$ cat config.mk
export PLATFORM = sky130hd
export DESIGN_NAME = shifter_arbiter
export DESIGN_NICKNAME = d
export VERILOG_FILES = /design/src/rtl/shifter_arbiter_pkg.sv /design/src/rtl/shifter_arbiter_rr_arbiter_nreq.sv /design/src/rtl/shifter_arbiter.sv
export SDC_FILE = /design/constraint.sdc
export NUM_CORES = 1
export LEC_CHECK = 0
export ABC_AREA = 1
export BUFFER_PORTS_ARGS = -buffer_cell sky130_fd_sc_hd__buf_2
export CAP_MARGIN = 20
export CORE_MARGIN = 2
export CORE_UTILIZATION = 49
export DETAILED_ROUTE_END_ITERATION = 12
export PLACE_DENSITY = 0.93
export SYNTH_ARGS = -nofsm -noshare
export SYNTH_HDL_FRONTEND = slang
export SYNTH_HIERARCHICAL = 1
export SYNTH_SLANG_ARGS = --single-unit
$ cat constraint.sdc
create_clock -name CLK -period 5.3 [get_ports CLK]
set_clock_uncertainty 0.15 [all_clocks]
set_input_delay 0.265 -clock CLK [delete_from_list [all_inputs] [get_ports CLK]]
set_output_delay 0.265 -clock CLK [all_outputs]
set_load 0.005 [all_outputs]
$ cat src/rtl/shifter_arbiter_pkg.sv
// Shared definitions for the shifter_arbiter slice: FSM state encoding,
// shifter datapath widths and the saturating grant-counter helper.
package shifter_arbiter_pkg;

  localparam int SHIFT_DATA_W = 32;
  localparam int SHIFT_AMT_W  = 5;
  localparam int PERF_CNT_W   = 16;

  typedef enum logic [1:0] {
    ARB_IDLE = 2'd0,
    ARB_EXEC = 2'd1,
    ARB_RESP = 2'd2
  } arb_state_e;

  // Increment that sticks at all-ones instead of wrapping.
  function automatic logic [PERF_CNT_W-1:0] sat_inc(input logic [PERF_CNT_W-1:0] v);
    return (v == {PERF_CNT_W{1'b1}}) ? v : v + {{(PERF_CNT_W-1){1'b0}}, 1'b1};
  endfunction

endpackage

$ cat src/rtl/shifter_arbiter_rr_arbiter_nreq.sv
// rr_arbiter_nreq: purely combinational round-robin pick. Searches the
// request vector starting at ptr, wrapping at NREQ, and returns a one-hot
// grant plus the encoded winner index. The pointer register is owned by
// the caller.
module rr_arbiter_nreq
  import shifter_arbiter_pkg::*;
#(
  parameter int NREQ = 4,
  parameter int IDW  = 2
) (
  input  logic [NREQ-1:0] req,
  input  logic [IDW-1:0]  ptr,
  input  logic            en,
  output logic [NREQ-1:0] gnt,
  output logic [IDW-1:0]  idx
);

  int             j;
  logic [IDW-1:0] jj;
  logic           found;

  // First requester at or after ptr (with wrap-around) wins while enabled.
  always_comb begin
    gnt   = '0;
    idx   = '0;
    found = 1'b0;
    j     = 0;
    jj    = '0;
    for (int k = 0; k < NREQ; k++) begin
      j = int'(ptr) + k;
      if (j >= NREQ) begin
        j = j - NREQ;
      end else begin
        j = j;
      end
      jj = IDW'(j);
      if (en && !found && req[jj]) begin
        gnt[jj] = 1'b1;
        idx     = jj;
        found   = 1'b1;
      end else begin
        found = found;
      end
    end
  end

endmodule

$ cat src/rtl/shifter_arbiter.sv
// shifter_arbiter: shares one external barrel shifter between NREQ
// requesters. IDLE grants round-robin and registers the winner's operands
// onto the shifter inputs, EXEC captures the shifter result, RESP holds a
// tagged response until the consumer takes it.
// Optional build macro SHIFT_ARB_PERF_EN adds per-requester saturating
// 16-bit grant counters on port perf_cnt.
module shifter_arbiter
  import shifter_arbiter_pkg::*;
#(
  parameter int NREQ = 4,
  parameter int IDW  = 2
) (
  input  logic                         CLK,
  input  logic                         RST,
  input  logic [NREQ-1:0]              req_valid,
  output logic [NREQ-1:0]              req_ready,
  input  logic [NREQ*SHIFT_DATA_W-1:0] req_data,
  input  logic [NREQ*SHIFT_AMT_W-1:0]  req_amt,
  input  logic [NREQ-1:0]              req_lnr,
  output logic [SHIFT_DATA_W-1:0]      sh_d,
  output logic [SHIFT_AMT_W-1:0]       sh_s,
  output logic                         sh_lnr,
  input  logic [SHIFT_DATA_W-1:0]      sh_y,
  output logic                         rsp_valid,
  input  logic                         rsp_ready,
  output logic [SHIFT_DATA_W-1:0]      rsp_data,
  output logic [IDW-1:0]               rsp_id,
`ifdef SHIFT_ARB_PERF_EN
  output logic [NREQ*PERF_CNT_W-1:0]   perf_cnt,
`endif
  output logic                         busy
);

  arb_state_e              state_q, state_d;
  logic [IDW-1:0]          ptr_q, ptr_d;
  logic [IDW-1:0]          id_q, id_d;
  logic [SHIFT_DATA_W-1:0] sh_d_q, sh_d_d;
  logic [SHIFT_AMT_W-1:0]  sh_s_q, sh_s_d;
  logic                    sh_lnr_q, sh_lnr_d;
  logic                    rsp_valid_q, rsp_valid_d;
  logic [SHIFT_DATA_W-1:0] rsp_data_q, rsp_data_d;
  logic [IDW-1:0]          rsp_id_q, rsp_id_d;

  logic                    grant_en;
  logic [NREQ-1:0]         win_gnt;
  logic [IDW-1:0]          win_idx;
  logic                    accept;
  logic [SHIFT_DATA_W-1:0] win_data;
  logic [SHIFT_AMT_W-1:0]  win_amt;
  logic                    win_lnr;

  // Gating with RST keeps req_ready low while reset is held.
  assign grant_en = RST & (state_q == ARB_IDLE);

  rr_arbiter_nreq #(
    .NREQ (NREQ),
    .IDW  (IDW)
  ) u_rr (
    .req (req_valid),
    .ptr (ptr_q),
    .en  (grant_en),
    .gnt (win_gnt),
    .idx (win_idx)
  );

  assign accept    = |win_gnt;
  assign req_ready = win_gnt;

  // AND-OR mux of the winner's operands using the one-hot grant.
  always_comb begin
    win_data = '0;
    win_amt  = '0;
    win_lnr  = 1'b0;
    for (int i = 0; i < NREQ; i++) begin
      win_data = win_data | ({SHIFT_DATA_W{win_gnt[i]}} & req_data[SHIFT_DATA_W*i +: SHIFT_DATA_W]);
      win_amt  = win_amt  | ({SHIFT_AMT_W{win_gnt[i]}}  & req_amt[SHIFT_AMT_W*i +: SHIFT_AMT_W]);
      win_lnr  = win_lnr  | (win_gnt[i] & req_lnr[i]);
    end
  end

  // Next-state and next-output computation for the IDLE/EXEC/RESP sequencer.
  always_comb begin
    state_d     = state_q;
    ptr_d       = ptr_q;
    id_d        = id_q;
    sh_d_d      = sh_d_q;
    sh_s_d      = sh_s_q;
    sh_lnr_d    = sh_lnr_q;
    rsp_valid_d = rsp_valid_q;
    rsp_data_d  = rsp_data_q;
    rsp_id_d    = rsp_id_q;
    case (state_q)
      ARB_IDLE: begin
        if (accept) begin
          sh_d_d   = win_data;
          sh_s_d   = win_amt;
          sh_lnr_d = win_lnr;
          id_d     = win_idx;
          if (win_idx == IDW'(NREQ - 1)) begin
            ptr_d = '0;
          end else begin
            ptr_d = win_idx + IDW'(1);
          end
          state_d = ARB_EXEC;
        end else begin
          state_d = ARB_IDLE;
        end
      end
      ARB_EXEC: begin
        rsp_data_d  = sh_y;
        rsp_id_d    = id_q;
        rsp_valid_d = 1'b1;
        state_d     = ARB_RESP;
      end
      ARB_RESP: begin
        if (rsp_ready) begin
          rsp_valid_d = 1'b0;
          state_d     = ARB_IDLE;
        end else begin
          state_d = ARB_RESP;
        end
      end
      default: begin
        rsp_valid_d = 1'b0;
        state_d     = ARB_IDLE;
      end
    endcase
  end

  // Sequencer state and all registered outputs; reset discards any in-flight op.
  always_ff @(posedge CLK or negedge RST) begin
    if (!RST) begin
      state_q     <= ARB_IDLE;
      ptr_q       <= '0;
      id_q        <= '0;
      sh_d_q      <= '0;
      sh_s_q      <= '0;
      sh_lnr_q    <= 1'b0;
      rsp_valid_q <= 1'b0;
      rsp_data_q  <= '0;
      rsp_id_q    <= '0;
    end else begin
      state_q     <= state_d;
      ptr_q       <= ptr_d;
      id_q        <= id_d;
      sh_d_q      <= sh_d_d;
      sh_s_q      <= sh_s_d;
      sh_lnr_q    <= sh_lnr_d;
      rsp_valid_q <= rsp_valid_d;
      rsp_data_q  <= rsp_data_d;
      rsp_id_q    <= rsp_id_d;
    end
  end

  assign sh_d      = sh_d_q;
  assign sh_s      = sh_s_q;
  assign sh_lnr    = sh_lnr_q;
  assign rsp_valid = rsp_valid_q;
  assign rsp_data  = rsp_data_q;
  assign rsp_id    = rsp_id_q;
  assign busy      = (state_q != ARB_IDLE);

`ifdef SHIFT_ARB_PERF_EN
  logic [NREQ-1:0][PERF_CNT_W-1:0] perf_q, perf_d;

  // Each counter bumps on its requester's acceptance and sticks at all-ones.
  always_comb begin
    perf_d = perf_q;
    for (int i = 0; i < NREQ; i++) begin
      if (win_gnt[i]) begin
        perf_d[i] = sat_inc(perf_q[i]);
      end else begin
        perf_d[i] = perf_q[i];
      end
    end
  end

  // Grant counter registers.
  always_ff @(posedge CLK or negedge RST) begin
    if (!RST) begin
      perf_q <= '0;
    end else begin
      perf_q <= perf_d;
    end
  end

  assign perf_cnt = perf_q;
`endif

endmodule

==> metrics.log <==
INFO  metric postSynthCellCount = 782
INFO  metric r2r_setup_slack = about 1.3 ns
INFO  metric antenna_violating_nets_post_route = 0
INFO  metric routed_via_density = 4.68
INFO  metric postSynthAreaPerCell = approximately 6.3 sq um
INFO  metric routed_wirelength = between 10000 and 15000 um
INFO  metric boundaryPins = between 200 and 300
INFO  metric clock_tree_from_tritoncts = done
INFO  metric clkSinkCount = 79
INFO  metric cts_repair_resizes = 0
INFO  metric design.core.area = 9770 sq um
INFO  metric status = complete, no violations
INFO  metric critPathMaxFanout = 42
INFO  metric cell_types_occupying_the_most_area_after_synthesis = sky130_fd_sc_hd__dfrtp_1, sky130_fd_sc_hd__nand2_1, sky130_fd_sc_hd__inv_1, sky130_fd_sc_hd__nand3_1, sky130_fd_sc_hd__ha_1
INFO  metric data_required_critical_path = 5.43 ns
INFO  metric chipHeight = 104 um
INFO  metric grt_pass1_vias = about 5100
INFO  metric grt_setup_unrepaired = no
INFO  metric post_synth_instance_area = 4950 sq um
INFO  metric synth_top_area_frac = 0.399
INFO  metric endpoint_kind = register
INFO  metric finalNetCount = 1239
INFO  metric criticalPathCategory = reg2reg
INFO  metric ys_ff_latch = around 80
INFO  metric synth_ff_type = sky130_fd_sc_hd__dfrtp_1
INFO  metric setup_viol = 0
INFO  metric floorplan.initialDensity = 0.506
INFO  metric r2r-start = ptr_q[0]$_DFFE_PN0P_
INFO  metric drv.max_cap_violation_count = 0
INFO  metric layout-drive-gt1-share = 0.297
INFO  metric hold_viol_final = 0
INFO  metric globalRouteTotalUtil = 0.262
INFO  metric postSynthNetCount = 981
INFO  metric drtPass1Iterations = 5
INFO  metric stdcell_count = 1178
INFO  metric clk_pin_slew_worst_paths = around 0.080 ns
INFO  metric yosysWarnings = 6
INFO  metric final.period_utilization = 0.751
INFO  metric wl_per_cell = 12.1 um
INFO  metric setup.worst_path.start = ptr_q[0]$_DFFE_PN0P_
INFO  metric vias = 5517
INFO  metric post-dp-hpwl = 10600 um
INFO  metric asyncSetResetFlopFracSynth = 1.00
INFO  metric number_of_flops_mapped_to_enable_cells_by_yosys = 0
INFO  metric drt_first_iter_violations = 290
INFO  metric maximum_vdd_ir_drop = 229 uV
INFO  metric synth.largest_area_cell = sky130_fd_sc_hd__dfrtp_1
INFO  metric worst_slew_margin_rel = 0.388
INFO  metric antenna_found_initial = 0
INFO  metric std_cell_rows = 36
INFO  metric seq_area_frac_synth = 0.399
INFO  metric synthMostInstantiatedCell = sky130_fd_sc_hd__nand2_1
INFO  metric critical_path.startpoint_type = register
INFO  metric routabilityCongestion = 0.908
INFO  metric diodes = 0
INFO  metric synth_commonest_cells = sky130_fd_sc_hd__nand2_1, sky130_fd_sc_hd__inv_1, sky130_fd_sc_hd__dfrtp_1
INFO  metric worst_skew_pair.late_latency = 0.34 ns
INFO  metric achievable-frequency = 251 MHz
INFO  metric crit_path_end = sh_d[9]$_DFFE_PN0P_
INFO  metric worst_margin_slew = between 0.9 and 1 ns
INFO  metric die-area = 10900 sq um
INFO  metric cts_max_level = 3
INFO  metric worst-endpoint-arrival = 4.11 ns
INFO  metric numCtsBuffers = 9
INFO  metric post_cts_repair_timing_setup_buffer_count = 0
INFO  metric post-route-drc-count = 0
INFO  metric grt_max_degree = 76
INFO  metric power-per-cell-area = roughly 480 nW/um^2
INFO  metric port_buffers = 268
INFO  metric r2r_cells = 13
INFO  metric clock_path_buffers = 2
INFO  metric grt_overflow = 0
INFO  metric report.final.slew_viol_count = 0
INFO  metric grt_first_pass_wirelength = 23400 um
INFO  metric timing.setup.tns = 0 ns
INFO  metric whs_path_depth = 3
INFO  metric ctsHoldBuffers = 9
INFO  metric numPlacedInstances = 1151
INFO  metric syn2layout_area_growth = 33.7%
INFO  metric rr_endpoint = sh_d[9]$_DFFE_PN0P_
INFO  metric root_buffer = sky130_fd_sc_hd__clkbuf_8
INFO  metric leakage = 4.25 nW
INFO  metric hp-class = in2reg
INFO  metric fp.dieW = ~100 um
INFO  metric synth_cell_types = 23
INFO  metric min_cycle_time_layout = 3.98 ns
[cell families (layout without fill, tap and decap cells)]
family          Yosys count  after routing  synth area share
simple gates            564            564             0.461
buf+inv                 127            390             0.113
flops                    79             79             0.399
fa+ha+maj                 8              8            0.0202
compound gates            4              4           0.00632
[routing by layer]
layer  track usage  vias to the layer above  routed length, um
li1              -                     2826                  -
met1         0.304                     2431               5750
met2         0.481                      227               7110
met3        0.0426                       33                976
met4        0.0965                        0                408
met5             0                        -                  0
[report_power, final]
group	total, mW	switching [mW]	internal [mW]
combinational	1.79	1.15	0.647
sequential	0.960	0.131	0.829
clock	0.425	0.215	0.210
total	3.18	1.49	1.69
[cell usage in the layout, fill, tap and decap left out, types with 2 or more instances in the layout]
| cell | n |
|---|---|
| sky130_fd_sc_hd__ha_1 | 8 |
| sky130_fd_sc_hd__o21ai_0 | 3 |
| sky130_fd_sc_hd__nand3_2 | 5 |
| sky130_fd_sc_hd__nand2_1 | 482 |
| sky130_fd_sc_hd__nand3_1 | 55 |
| sky130_fd_sc_hd__buf_16 | 2 |
| sky130_fd_sc_hd__nand2_2 | 4 |
| sky130_fd_sc_hd__dfrtp_1 | 79 |
| sky130_fd_sc_hd__buf_4 | 5 |
| sky130_fd_sc_hd__nand4_1 | 5 |
| sky130_fd_sc_hd__dlygate4sd3_1 | 9 |
| sky130_fd_sc_hd__inv_1 | 87 |
| sky130_fd_sc_hd__nand2_4 | 2 |
| sky130_fd_sc_hd__nor2_1 | 5 |
| sky130_fd_sc_hd__buf_2 | 267 |
| sky130_fd_sc_hd__clkinv_2 | 2 |
| sky130_fd_sc_hd__clkbuf_8 | 12 |
| sky130_fd_sc_hd__inv_2 | 4 |
[flip-flops by register name (all words and copies together), names as in the netlist]
| name | count |
|---|---|
| rsp_valid | 1 |
| sh_d | 32 |
| rsp_id | 2 |
| id_q | 2 |
| state_q | 2 |
| rsp_data | 32 |
| sh_lnr | 1 |
| sh_s | 5 |
| ptr_q | 2 |
[critical path: stages, from the launching register on]
cell,delay (ns)
sky130_fd_sc_hd__dfrtp_1,0.58
sky130_fd_sc_hd__inv_2,0.18
sky130_fd_sc_hd__ha_1,0.38
sky130_fd_sc_hd__inv_1,0.13
sky130_fd_sc_hd__nand3_1,0.09
sky130_fd_sc_hd__nand2_1,0.15
sky130_fd_sc_hd__nor2_8,0.07
sky130_fd_sc_hd__nand3_1,0.12
sky130_fd_sc_hd__nand3_2,0.62
sky130_fd_sc_hd__nor2_1,0.47
sky130_fd_sc_hd__nand2_1,0.11
sky130_fd_sc_hd__nand2_2,0.59
sky130_fd_sc_hd__nand2_1,0.14
sky130_fd_sc_hd__nand2_1,0.11
[how the worst min path moves through the flow]
stage | slack (ns) | start | endpoint
5_1_grt | 0.02 | sh_y[31] | rsp_data[31]$_DFFE_PN0P_
4_1_cts | 0.001 | sh_y[31] | rsp_data[31]$_DFFE_PN0P_
3_3_place_gp | -0.07 | RST | rsp_data[21]$_DFFE_PN0P_
3_5_place_dp | -0.07 | RST | rsp_data[21]$_DFFE_PN0P_
6_report | 0.01 | sh_y[20] | rsp_data[20]$_DFFE_PN0P_
2_1_floorplan | -0.18 | RST | id_q[0]$_DFFE_PN0P_
[cell type report]
cell class              count  area [sq um]
clock buffers              12           165
clock inverters             4          27.5
fillers                   889          3160
inverters                  91           342
multi-input cells         576          2420
flip-flops and latches     79          1980
well taps                 133           166
repair buffers            283          1520
[per-stage QoR]
| stage | setup WS, ns | cell area (sq um) | util | hold slack [ns] | power [mW] |
|---|---|---|---|---|---|
| detailed placement | 1.22 | 6280 | 0.642 | -0.0699 | 2.71 |
| CTS | 1.20 | 6560 | 0.671 | 0.00116 | 3.14 |
| floorplan | 2.65 | 4950 | - | -0.181 | 2.22 |
| finish | 1.32 | 6620 | 0.677 | 0.0145 | 3.18 |
| global route | 0.850 | 6620 | 0.677 | 0.0181 | 3.49 |
| global placement | 1.41 | 6280 | 0.642 | -0.0693 | 2.65 |
No activity file was read; power rests on OpenSTA's default activity.
